===== src/rtl/rom_loader_pkg.sv =====
//------------------------------------------------------------------------------
// Module   : rom_loader_pkg
// Purpose  : Shared FSM encodings and frame constants for the ROM boot loader.
// Revision : 1.0 - initial release
//------------------------------------------------------------------------------
`default_nettype none

package rom_loader_pkg;

    typedef enum logic [2:0] {
        ST_IDLE = 3'd0,
        ST_LEN0 = 3'd1,
        ST_LEN1 = 3'd2,
        ST_DATA = 3'd3,
        ST_CSUM = 3'd4,
        ST_DONE = 3'd5,
        ST_ERR  = 3'd6
    } state_t;

    localparam int c_LEN_BYTES      = 2;
    localparam int c_BYTES_PER_WORD = 4;

endpackage

`default_nettype wire


===== src/rtl/rom_loader_packer.sv =====
//------------------------------------------------------------------------------
// Module   : rom_loader_packer
// Purpose  : Packs four stream bytes (LSB first) into one 32-bit word.
// Revision : 1.0 - initial release
//------------------------------------------------------------------------------
`default_nettype none

module rom_loader_packer
    import rom_loader_pkg::*;
(
    input  logic        clk,
    input  logic        rst,
    input  logic        i_clr,
    input  logic        i_valid,
    input  logic [7:0]  i_byte,
    output logic        o_word_valid,
    output logic [31:0] o_word
);

    logic [1:0]  r_cnt;
    logic [23:0] r_sh;

    always_ff @(posedge clk or posedge rst) begin
        if (rst) begin
            r_cnt <= 2'd0;
            r_sh  <= 24'd0;
        end else if (i_clr) begin
            r_cnt <= 2'd0;
        end else if (i_valid) begin
            r_cnt <= r_cnt + 2'd1;
            r_sh  <= {i_byte, r_sh[23:8]};
        end
    end

    // The fourth byte is combined directly so the word is ready on its accept edge.
    assign o_word_valid = i_valid && (r_cnt == 2'(c_BYTES_PER_WORD - 1));
    assign o_word       = {i_byte, r_sh};

endmodule

`default_nettype wire


===== src/rtl/rom_loader.sv =====
//------------------------------------------------------------------------------
// Module   : rom_loader
// Purpose  : Boot loader writing a length-prefixed byte stream into instruction
//            ROM; optional trailing XOR checksum when ROM_LOADER_CSUM_EN is set.
// Revision : 1.0 - initial release
//------------------------------------------------------------------------------
`default_nettype none

module rom_loader
    import rom_loader_pkg::*;
#(
    parameter int ADDR_W = 12,
    parameter int DATA_W = 32
) (
    input  logic              clk,
    input  logic              rst,
    input  logic              start_i,
    input  logic [7:0]        rx_data_i,
    input  logic              rx_valid_i,
    output logic              rx_ready_o,
    output logic              rom_we_o,
    output logic [ADDR_W-1:0] rom_waddr_o,
    output logic [DATA_W-1:0] rom_wdata_o,
    output logic              core_rstn_o,
    output logic              busy_o,
    output logic              done_o,
    output logic              err_o,
    output logic [ADDR_W:0]   words_o
);

    localparam logic [ADDR_W:0] c_ONE = {{ADDR_W{1'b0}}, 1'b1};

    state_t              r_state;
    logic [7:0]          r_len_lo;
    logic [ADDR_W:0]     r_len;
    logic [ADDR_W:0]     r_words;
    logic                r_rx_ready;
    logic                r_we;
    logic [ADDR_W-1:0]   r_waddr;
    logic [DATA_W-1:0]   r_wdata;
    logic                r_core_rstn;
    logic                r_busy;
    logic                r_done;
    logic                r_err;
`ifdef ROM_LOADER_CSUM_EN
    logic [7:0]          r_csum;
`endif

    logic                w_accept;
    logic                w_start_ok;
    logic [15:0]         w_len;
    logic                w_too_big;
    logic                w_last_word;
    logic                w_word_valid;
    logic [31:0]         w_word;

    assign w_accept    = rx_valid_i & r_rx_ready;
    assign w_start_ok  = start_i && (r_state == ST_IDLE || r_state == ST_DONE || r_state == ST_ERR);
    assign w_len       = {rx_data_i, r_len_lo};
    assign w_too_big   = ({1'b0, w_len} > (17'd1 << ADDR_W));
    assign w_last_word = (r_words + c_ONE) == r_len;

    rom_loader_packer u_packer (
        .clk          (clk),
        .rst          (rst),
        .i_clr        (w_start_ok),
        .i_valid      (w_accept && (r_state == ST_DATA)),
        .i_byte       (rx_data_i),
        .o_word_valid (w_word_valid),
        .o_word       (w_word)
    );

    always_ff @(posedge clk or posedge rst) begin
        if (rst) begin
            r_state     <= ST_IDLE;
            r_len_lo    <= 8'd0;
            r_len       <= '0;
            r_words     <= '0;
            r_rx_ready  <= 1'b0;
            r_we        <= 1'b0;
            r_waddr     <= '0;
            r_wdata     <= '0;
            r_core_rstn <= 1'b0;
            r_busy      <= 1'b0;
            r_done      <= 1'b0;
            r_err       <= 1'b0;
`ifdef ROM_LOADER_CSUM_EN
            r_csum      <= 8'd0;
`endif
        end else begin
            r_we <= 1'b0;
            if (w_word_valid) begin
                r_we    <= 1'b1;
                r_waddr <= r_words[ADDR_W-1:0];
                r_wdata <= w_word;
                r_words <= r_words + c_ONE;
            end

            case (r_state)
                ST_IDLE, ST_DONE, ST_ERR: begin
                    if (start_i) begin
                        r_state     <= ST_LEN0;
                        r_words     <= '0;
                        r_rx_ready  <= 1'b1;
                        r_busy      <= 1'b1;
                        r_done      <= 1'b0;
                        r_err       <= 1'b0;
                        r_core_rstn <= 1'b0;
`ifdef ROM_LOADER_CSUM_EN
                        r_csum      <= 8'd0;
`endif
                    end
                end
                ST_LEN0: begin
                    if (w_accept) begin
                        r_len_lo <= rx_data_i;
                        r_state  <= ST_LEN1;
                    end
                end
                ST_LEN1: begin
                    if (w_accept) begin
                        if (w_len == 16'd0) begin
`ifdef ROM_LOADER_CSUM_EN
                            r_state     <= ST_CSUM;
`else
                            r_state     <= ST_DONE;
                            r_rx_ready  <= 1'b0;
                            r_busy      <= 1'b0;
                            r_done      <= 1'b1;
                            r_core_rstn <= 1'b1;
`endif
                        end else if (w_too_big) begin
                            r_state    <= ST_ERR;
                            r_rx_ready <= 1'b0;
                            r_busy     <= 1'b0;
                            r_err      <= 1'b1;
                        end else begin
                            r_len   <= w_len[ADDR_W:0];
                            r_state <= ST_DATA;
                        end
                    end
                end
                ST_DATA: begin
                    if (w_accept) begin
`ifdef ROM_LOADER_CSUM_EN
                        r_csum <= r_csum ^ rx_data_i;
`endif
                        if (w_word_valid && w_last_word) begin
`ifdef ROM_LOADER_CSUM_EN
                            r_state     <= ST_CSUM;
`else
                            r_state     <= ST_DONE;
                            r_rx_ready  <= 1'b0;
                            r_busy      <= 1'b0;
                            r_done      <= 1'b1;
                            r_core_rstn <= 1'b1;
`endif
                        end
                    end
                end
`ifdef ROM_LOADER_CSUM_EN
                ST_CSUM: begin
                    if (w_accept) begin
                        r_rx_ready <= 1'b0;
                        r_busy     <= 1'b0;
                        if (rx_data_i == r_csum) begin
                            r_state     <= ST_DONE;
                            r_done      <= 1'b1;
                            r_core_rstn <= 1'b1;
                        end else begin
                            r_state <= ST_ERR;
                            r_err   <= 1'b1;
                        end
                    end
                end
`endif
                default: begin
                    r_state    <= ST_IDLE;
                    r_rx_ready <= 1'b0;
                    r_busy     <= 1'b0;
                end
            endcase
        end
    end

    assign rx_ready_o  = r_rx_ready;
    assign rom_we_o    = r_we;
    assign rom_waddr_o = r_waddr;
    assign rom_wdata_o = r_wdata;
    assign core_rstn_o = r_core_rstn;
    assign busy_o      = r_busy;
    assign done_o      = r_done;
    assign err_o       = r_err;
    assign words_o     = r_words;

endmodule

`default_nettype wire


===== config.mk =====
export PLATFORM = sky130hd
export DESIGN_NAME = rom_loader
export DESIGN_NICKNAME = d
export VERILOG_FILES = /design/src/rtl/rom_loader_pkg.sv /design/src/rtl/rom_loader_packer.sv /design/src/rtl/rom_loader.sv
export SDC_FILE = /design/constraint.sdc
export NUM_CORES = 1
export LEC_CHECK = 0
export CORE_AREA = 2 2 101 103
export CTS_CLUSTER_DIAMETER = 120
export DETAILED_ROUTE_END_ITERATION = 6
export DIE_AREA = 0 0 103 105
export GPL_ROUTABILITY_DRIVEN = 0
export PLACE_DENSITY = 0.78
export SYNTH_ARGS = -nofsm -noshare
export SYNTH_HDL_FRONTEND = slang
export SYNTH_HIERARCHICAL = 1
export SYNTH_SLANG_ARGS = --single-unit

===== constraint.sdc =====
create_clock -name clk -period 6.5 [get_ports clk]
set_clock_uncertainty 0.15 [all_clocks]
set_input_delay 1.3 -clock clk [delete_from_list [all_inputs] [get_ports clk]]
set_output_delay 1.3 -clock clk [all_outputs]
set_load 0.02 [all_outputs]

==> parameters.txt, run 1 <==
Parameter                              Value

Run status
  Outcome ... finished, final reports clean

Final layout
  Post-route non-filler standard cell count ... 596
  Final design utilization ... 63.6%
  Number of nets in the layout ... 472
  Area growth from synthesis to layout ... 16.6%
  Post-route standard cell area excluding fillers ... 6130 um2
  Share of layout cells above drive strength 1 ... 26.8%
  ANT cells ... 0

Routing
  Number of design-rule violations left by the first detailed-router iteration ... 145
  DR DRC count ... 0
  Remaining antenna violation count after routing ... 0
  Number of vias per cell ... 5.45
  Overall via count from detail_route ... 3247
  Number of iterations in the first detailed-routing pass ... 5
  Routed wirelength normalized by instance count ... 16.6 um
  Overall routed net length ... 9.88 mm

Global routing
  First-pass GRT wire length ... 16.4 mm
  Maximum number of pins on one net before global-route repair ... 86
  Number of global-route vias before repair ... 3198
  Global route overflow ... 0
  Global-route usage over all layers ... 19.5%
  Initial antenna violation count ... 0

Clocking
  Clock-pin slew of the registers on the worst-case setup and hold paths ... 0.11 ns
  Post-cts sizing count ... 0
  Root Driver ... clkbuf_8
  Setup Buffers After CTS ... 0
  Number of CTS-inserted buffers ... 9
  CTS sink cnt ... 111
  TritonCTS clock tree ... built
  Maximum root-to-sink buffer count ... 2
  Hold buffer count at CTS ... 0
  CTS H-tree depth ... 3
  Worst skew pair latency ... 0.36 ns

Worst hold path
  Startpoint of the tightest hold check path ... rom_waddr_o[1]$_DFFE_PP0P_
  Hold WC Path Type ... flip-flop to flip-flop
  WHS Path Cells ... 1
  Worst hold path endpoint ... rom_waddr_o[1]$_DFFE_PP0P_

Worst setup path
  Endpoint class of the critical path ... flip-flop
  Reg2Reg Setup Slack ... 3.22 ns
  Reg-to-reg endpoint ... done_o$_DFFE_PP0P_
  Cell depth of the worst flop-to-flop path ... 9
  Maximum net fanout on the critical path ... 5
  Data arrival, critical path ... 4.12 ns
  Required time of the critical path ... 6.66 ns
  Worst R2R Start ... r_state[0]$_DFFE_PP0P_
  Type of origin of the critical path ... primary input
  Setup Crit Path Kind ... primary input to flip-flop

Power
  Internal power ... 1.76 mW
  Switching component of the power ... 0.978 mW
  Combinational power share ... 42.8%
  Net switching fraction of the power ... 35.7%
  Clock power share ... 14.4%
  Total chip power ... 2.74 mW
  Leakage power ... 2.66 nW
  Power per cell area ... 447 nW/um2
  Maximum VDD drop ... 0.240 mV
  Sequential share of power ... 42.8%

Placed design
  DP HPWL ... 6.80 mm
  Instance area after placement ... 5950 um2
  Count of port buffers added during placement ... 74
  Cell Count Post-Placement ... 580
  Worst Setup Slack post-DPL ... 2.15 ns

Yosys
  Proportion of synthesized chip area in sequential cells ... 52.8%
  Number of enable-type register cells in the synthesized netlist ... 0
  Average footprint of a synthesized cell ... 13.0 um2
  Net count after synthesis ... 418
  Cell variety after synth ... 58
  Async SR Flop Fraction ... 100%
  Ys flop type ... dfrtp_1
  Yosys reg bits ... 111
  Synthesized cell area ... 5260 um2
  Synth Warn # ... 6
  Synthesized netlist cell count ... 404

Die
  Number of placed I/O pins ... 75
  Die X ... 103 um
  Site Rows ... 36
  Core Area ... 9640 um2
  Die Footprint ... 10800 um2
  Effective utilization at floorplan ... 54.6%
  Die extent in y ... 105 um

Timing
  Sum of negative setup slack ... 0 ns
  Share of the clock period used by the worst path after layout ... 61.1%
  Final hold vios ... 0
  Minimum period implied by the final worst setup slack ... 3.97 ns
  Worst Hold Margin ... 0.366 ns
  RSZ-0062 raised after global routing ... no
  Final setup violation count ... 0
  Tightest slew margin relative to the limit ... 29.0%
  Highest attainable clock frequency ... 252 MHz
  Least setup slack across all paths after layout ... 2.53 ns
  Pins Over Slew Limit ... 0
  Worst-margin pin slew ... 1.07 ns

Flow run
  Number of max-cap violations ... 0
power groups by stage:
stage	registers [mW]	clock network [mW]	logic (mW)
after detailed placement	1.19	0	1.18
after CTS	1.17	0.405	1.18
final	1.17	0.395	1.17
after global placement	1.18	0	1.15
after global routing	1.21	0.434	1.26
after floorplan	1.27	0	0.705
metal layers:
metal  wire length, um  up-vias  GRT usage [%]
met3               409       13           3.95
met2              4760       84           29.7
met1              4520     1637           27.9
met4               191        0           6.39
met5                 0        -              0
li1                  -     1513              -
how the worst max path moves through the flow:
stage               depth (start not counted)            endpoint  slack, ns  startpoint
floorplan                                   1  busy_o$_DFFE_PP0P_       2.86         rst
global placement                           10  done_o$_DFFE_PP0P_       2.25  rx_valid_i
detailed placement                         10  busy_o$_DFFE_PP0P_       2.15  rx_valid_i
CTS                                        10  done_o$_DFFE_PP0P_       2.55  rx_valid_i
global route                               10  done_o$_DFFE_PP0P_       2.41  rx_valid_i
finish                                     10  done_o$_DFFE_PP0P_       2.53  rx_valid_i
synth_stat cells, drive strengths merged (2+ instances only):
cell type / n / area share [%]
and2: 2 / 0.26
xor2: 15 / 2.6
nand2b: 4 / 0.48
dfrtp: 111 / 53
or3: 3 / 0.45
nand2: 17 / 1.2
nand3: 9 / 0.95
nand4: 4 / 0.76
a21oi: 7 / 0.67
mux2i: 3 / 0.57
and4: 2 / 0.36
o41ai: 2 / 0.33
or4: 2 / 0.43
buf: 25 / 3.9
ha: 2 / 0.48
nor2b: 10 / 1.3
nor4: 5 / 0.59
mux2: 89 / 20
nor2: 21 / 1.5
o21ai: 10 / 0.95
nor3b: 2 / 0.29
clkbuf: 10 / 0.93
xnor2: 15 / 2.5
nor3: 5 / 0.48
a2111oi: 2 / 1.0
and3: 5 / 0.59
inv: 6 / 0.43
cell type report:
cell class              count  area, um2
fillers                   783       3510
flip-flops and latches    111       2780
multi-input cells         252       2210
repair buffers             78        771
well taps                 133        166
clock buffers              10        128
clock inverters             6       57.6
inverters                   6       23.8
placed cells by master, fill, tap and decap left out, types with 8 or more instances in the layout:
master           instances
dfrtp_1                111
mux2_2                  69
xor2_1                  14
o21ai_0                  8
nor2_1                  21
clkdlybuf4s50_1         74
mux2_4                  20
nand3_1                  8
nor2b_1                  9
clkbuf_8                 9
xnor2_1                 15
nand2_1                 17
logic make-up after synthesis:
kind of cell / count (synthesis) / synth area share, %
AOI/OAI and AO/OA: 35 / 5.26
xor gates and xnor gates: 30 / 5.14
and+or+nand+nor: 93 / 9.97
adders and majority gates: 2 / 0.476
buffers and inverters: 41 / 5.28
muxes: 92 / 21.1
DFF: 111 / 52.8
registers in the layout, summed over array words and instances (netlist names), 2 cells and up:
register	count
r_len	13
r_len_lo	8
r_state	3
rom_waddr_o	12
rom_wdata_o	32
u_packer/r_cnt	2
u_packer/r_sh	24
words_o	13
critical path, cell delays in order:
cell and delay [ns]:
clkdlybuf4s50_1 0.50, nand3_1 0.16, nor2_1 0.31, and2_2 0.22
nand2_1 0.09, a2111oi_4 0.33, nand2_1 0.09, or4_4 0.50
a2111oi_4 0.44, a31o_1 0.20
(Power assumes the default switching activity.)
==> run 2: changes to the inputs <==
--- a/config.mk
+++ b/config.mk
@@ -5,12 +5,12 @@
 export SDC_FILE = /design/constraint.sdc
 export NUM_CORES = 1
 export LEC_CHECK = 0
-export CORE_AREA = 2 2 101 103
+export CORE_AREA = 2 2 107 109
 export CTS_CLUSTER_DIAMETER = 120
 export DETAILED_ROUTE_END_ITERATION = 6
-export DIE_AREA = 0 0 103 105
+export DIE_AREA = 0 0 109 111
 export GPL_ROUTABILITY_DRIVEN = 0
-export PLACE_DENSITY = 0.78
+export PLACE_DENSITY = 0.74
 export SYNTH_ARGS = -nofsm -noshare
 export SYNTH_HDL_FRONTEND = slang
 export SYNTH_HIERARCHICAL = 1
==> constraint.sdc (replaced) <==
create_clock -name clk -period 3.6 [get_ports clk]
set_clock_uncertainty 0.15 [all_clocks]
set_input_delay 0.72 -clock clk [delete_from_list [all_inputs] [get_ports clk]]
set_output_delay 0.72 -clock clk [all_outputs]
set_load 0.02 [all_outputs]
==> run 2 against run 1 <==
Compared with the run above:
- first-iteration DRC count grew 32%
- largest cell class unchanged
- register-to-register slack worse by 2.7 ns
- global-route usage decreased by 1.3 points
- total power increased by 89%
- combinational power rose by 82%
- cell area is 2.1% higher
- hold slack got worse by 0.024 ns
- sequential power grew 83%
- cell count up 2.0%
- highest routed layer unchanged
==> parameters.txt, run 2 (synthesis gave the netlist of run 1 again) <==
Parameter                              Value

Die
  Core Area ... 11100 um2 (was 9640 um2)
  Site Rows ... 39 (was 36)
  Die X ... 109 um (was 103 um)
  Die extent in y ... 111 um (was 105 um)
  Effective utilization at floorplan ... 47.5% (was 54.6%)
  Number of placed I/O pins ... 75 (unchanged)
  Die Footprint ... 12100 um2 (was 10800 um2)

Worst hold path
  Hold WC Path Type ... flip-flop to flip-flop (unchanged)
  WHS Path Cells ... 2 (was 1)
  Worst hold path endpoint ... err_o$_DFFE_PP0P_ (was rom_waddr_o[1]$_DFFE_PP0P_)
  Startpoint of the tightest hold check path ... err_o$_DFFE_PP0P_ (was rom_waddr_o[1]$_DFFE_PP0P_)

Worst setup path
  Maximum net fanout on the critical path ... 5 (unchanged)
  Setup Crit Path Kind ... primary input to flip-flop (unchanged)
  Endpoint class of the critical path ... flip-flop (unchanged)
  Reg-to-reg endpoint ... busy_o$_DFFE_PP0P_ (was done_o$_DFFE_PP0P_)
  Cell depth of the worst flop-to-flop path ... 9 (unchanged)
  Reg2Reg Setup Slack ... 0.53 ns (was 3.22 ns)
  Worst R2R Start ... r_state[0]$_DFFE_PP0P_ (unchanged)
  Required time of the critical path ... 3.66 ns (was 6.66 ns)
  Data arrival, critical path ... 3.29 ns (was 4.12 ns)
  Type of origin of the critical path ... primary input (unchanged)

Final layout
  Number of nets in the layout ... 475 (was 472)
  ANT cells ... 0 (unchanged)
  Highest-count cells in the layout ignoring fill and taps ... dfrtp_1 (111), clkdlybuf4s50_1 (74), mux2_2 (69) (unchanged)
  Max FFs per register ... 32 (unchanged)
  Share of layout cells above drive strength 1 ... 26.9% (was 26.8%)
  Area growth from synthesis to layout ... 19.1% (was 16.6%)
  Post-route non-filler standard cell count ... 608 (was 596)
  Final-layout fill cell count ... 933 (was 783)
  Most frequent standard cell in the layout excluding fill and tap cells ... dfrtp_1 (unchanged)

Timing
  Final setup violation count ... 0 (unchanged)
  RSZ-0062 raised after global routing ... no (unchanged)
  Share of the clock period used by the worst path after layout ... 89.6%
  Worst-margin pin slew ... 0.994 ns (was 1.07 ns)
  Tightest slew margin relative to the limit ... 33.7% (was 29.0%)
  Pins Over Slew Limit ... 0 (unchanged)
  Highest attainable clock frequency ... 310 MHz
  Minimum period implied by the final worst setup slack ... 3.23 ns
  Final hold vios ... 0 (unchanged)
  Sum of negative setup slack ... 0 ns (unchanged)

Routing
  Overall routed net length ... 10.1 mm (was 9.88 mm)
  Overall via count from detail_route ... 3248 (was 3247)
  Remaining antenna violation count after routing ... 0 (unchanged)
  DR DRC count ... 0 (unchanged)
  Number of vias per cell ... 5.34 (was 5.45)
  Number of iterations in the first detailed-routing pass ... 4 (was 5)
  Routed wirelength normalized by instance count ... 16.6 um (about the same)
  Number of design-rule violations left by the first detailed-router iteration ... 192 (was 145)

Global routing
  Global route overflow ... 0 (unchanged)
  Initial antenna violation count ... 0 (unchanged)
  First-pass GRT wire length ... 17.0 mm (was 16.4 mm)
  Global-route usage over all layers ... 18.1% (was 19.5%)
  Number of global-route vias before repair ... 3308 (was 3198)
  Maximum number of pins on one net before global-route repair ... 59 (was 86)

Clocking
  Hold buffer count at CTS ... 0 (unchanged)
  CTS H-tree depth ... 3 (unchanged)
  Worst skew pair latency ... 0.35 ns (was 0.36 ns)
  Post-cts sizing count ... 0 (unchanged)
  CTS sink cnt ... 111 (unchanged)
  Root Driver ... clkbuf_16 (was clkbuf_8)
  Setup Buffers After CTS ... 0 (unchanged)
  Number of CTS-inserted buffers ... 9 (unchanged)
  Maximum root-to-sink buffer count ... 2 (unchanged)
  TritonCTS clock tree ... built (unchanged)
  Clock-pin slew of the registers on the worst-case setup and hold paths ... 0.07 ns (was 0.11 ns)

Flow run
  Number of max-cap violations ... 0 (unchanged)

Power
  Maximum VDD drop ... 0.435 mV (was 0.240 mV)
  Power per cell area ... 826 nW/um2 (was 447 nW/um2)
  Leakage power ... 2.72 nW (was 2.66 nW)

Placed design
  Cell Count Post-Placement ... 593 (was 580)
  Count of port buffers added during placement ... 74 (unchanged)
  DP HPWL ... 6.99 mm (was 6.80 mm)

Run status
  Outcome ... finished, final reports clean (unchanged)
==> run 2: cell count changes in the layout (fill, tap and decap cells not counted), sizes merged <==
| cell | previous run | this run |
|---|---|---|
| clkbuf | 10 | 11 |
| buf | 4 | 7 |
| clkinvlp | 0 | 1 |
| clkinv | 2 | 3 |
| inv | 10 | 6 |
==> run 2: power by group <==
group          total, mW  switching (mW)  internal (mW)
Combinational       2.13           0.937           1.20
Clock              0.902           0.431          0.471
Sequential          2.14           0.406           1.73
Total               5.17            1.77           3.40
==> run 2: final cells by class <==
type | instances | area, um2 | share of cell area (%)
multi-input combinational | 252 | 2210 | 35.3
timing repair buffer | 81 | 806 | 12.9
clock buffer | 11 | 233 | 3.72
tap | 143 | 179 | 2.86
clock inverter | 4 | 32.5 | 0.520
inverter | 6 | 23.8 | 0.380
sequential | 111 | 2780 | 44.4
==> run 2: worst max path at each step <==
| stage | slack, ns | depth (start not counted) | startpoint | end |
|---|---|---|---|---|
| after floorplan | 0.54 | 1 | rst | busy_o$_DFFE_PP0P_ |
| after global placement | 0.12 | 10 | rx_valid_i | done_o$_DFFE_PP0P_ |
| after detailed placement | 0.03 | 10 | rx_valid_i | busy_o$_DFFE_PP0P_ |
| after CTS | 0.39 | 10 | rx_valid_i | busy_o$_DFFE_PP0P_ |
| after global routing | 0.15 | 10 | rx_valid_i | busy_o$_DFFE_PP0P_ |
| final | 0.37 | 10 | rx_valid_i | busy_o$_DFFE_PP0P_ |
==> run 2: per-layer routing <==
metal | track usage (%) | share of wire [%]
met1 | 24.3 | 45
met2 | 28.9 | 49
met3 | 3.06 | 3.6
met4 | 7.69 | 2.0
met5 | 0 | 0
==> run 2: critical path: stages <==
cell	delay [ns]
clkdlybuf4s50_1	0.51
nand3_1	0.15
nor2_1	0.16
and2_2	0.16
nand2_1	0.08
a2111oi_4	0.35
nand2_1	0.09
or4_4	0.50
a2111oi_4	0.41
o21ai_1	0.14
==> run 2: metrics by stage <==
step | total power [mW] | utilization (%) | worst slack, ns | instance area, um2 | hold slack (ns)
2_1_floorplan | 3.57 | - | 0.537 | 5260 | 0.326
3_3_place_gp | 4.22 | 54.1 | 0.115 | 6000 | 0.327
3_5_place_dp | 4.31 | 54.1 | 0.0344 | 6000 | 0.324
4_1_cts | 5.23 | 56.5 | 0.389 | 6260 | 0.345
5_1_grt | 5.47 | 56.5 | 0.151 | 6260 | 0.368
6_report | 5.17 | 56.5 | 0.375 | 6260 | 0.342
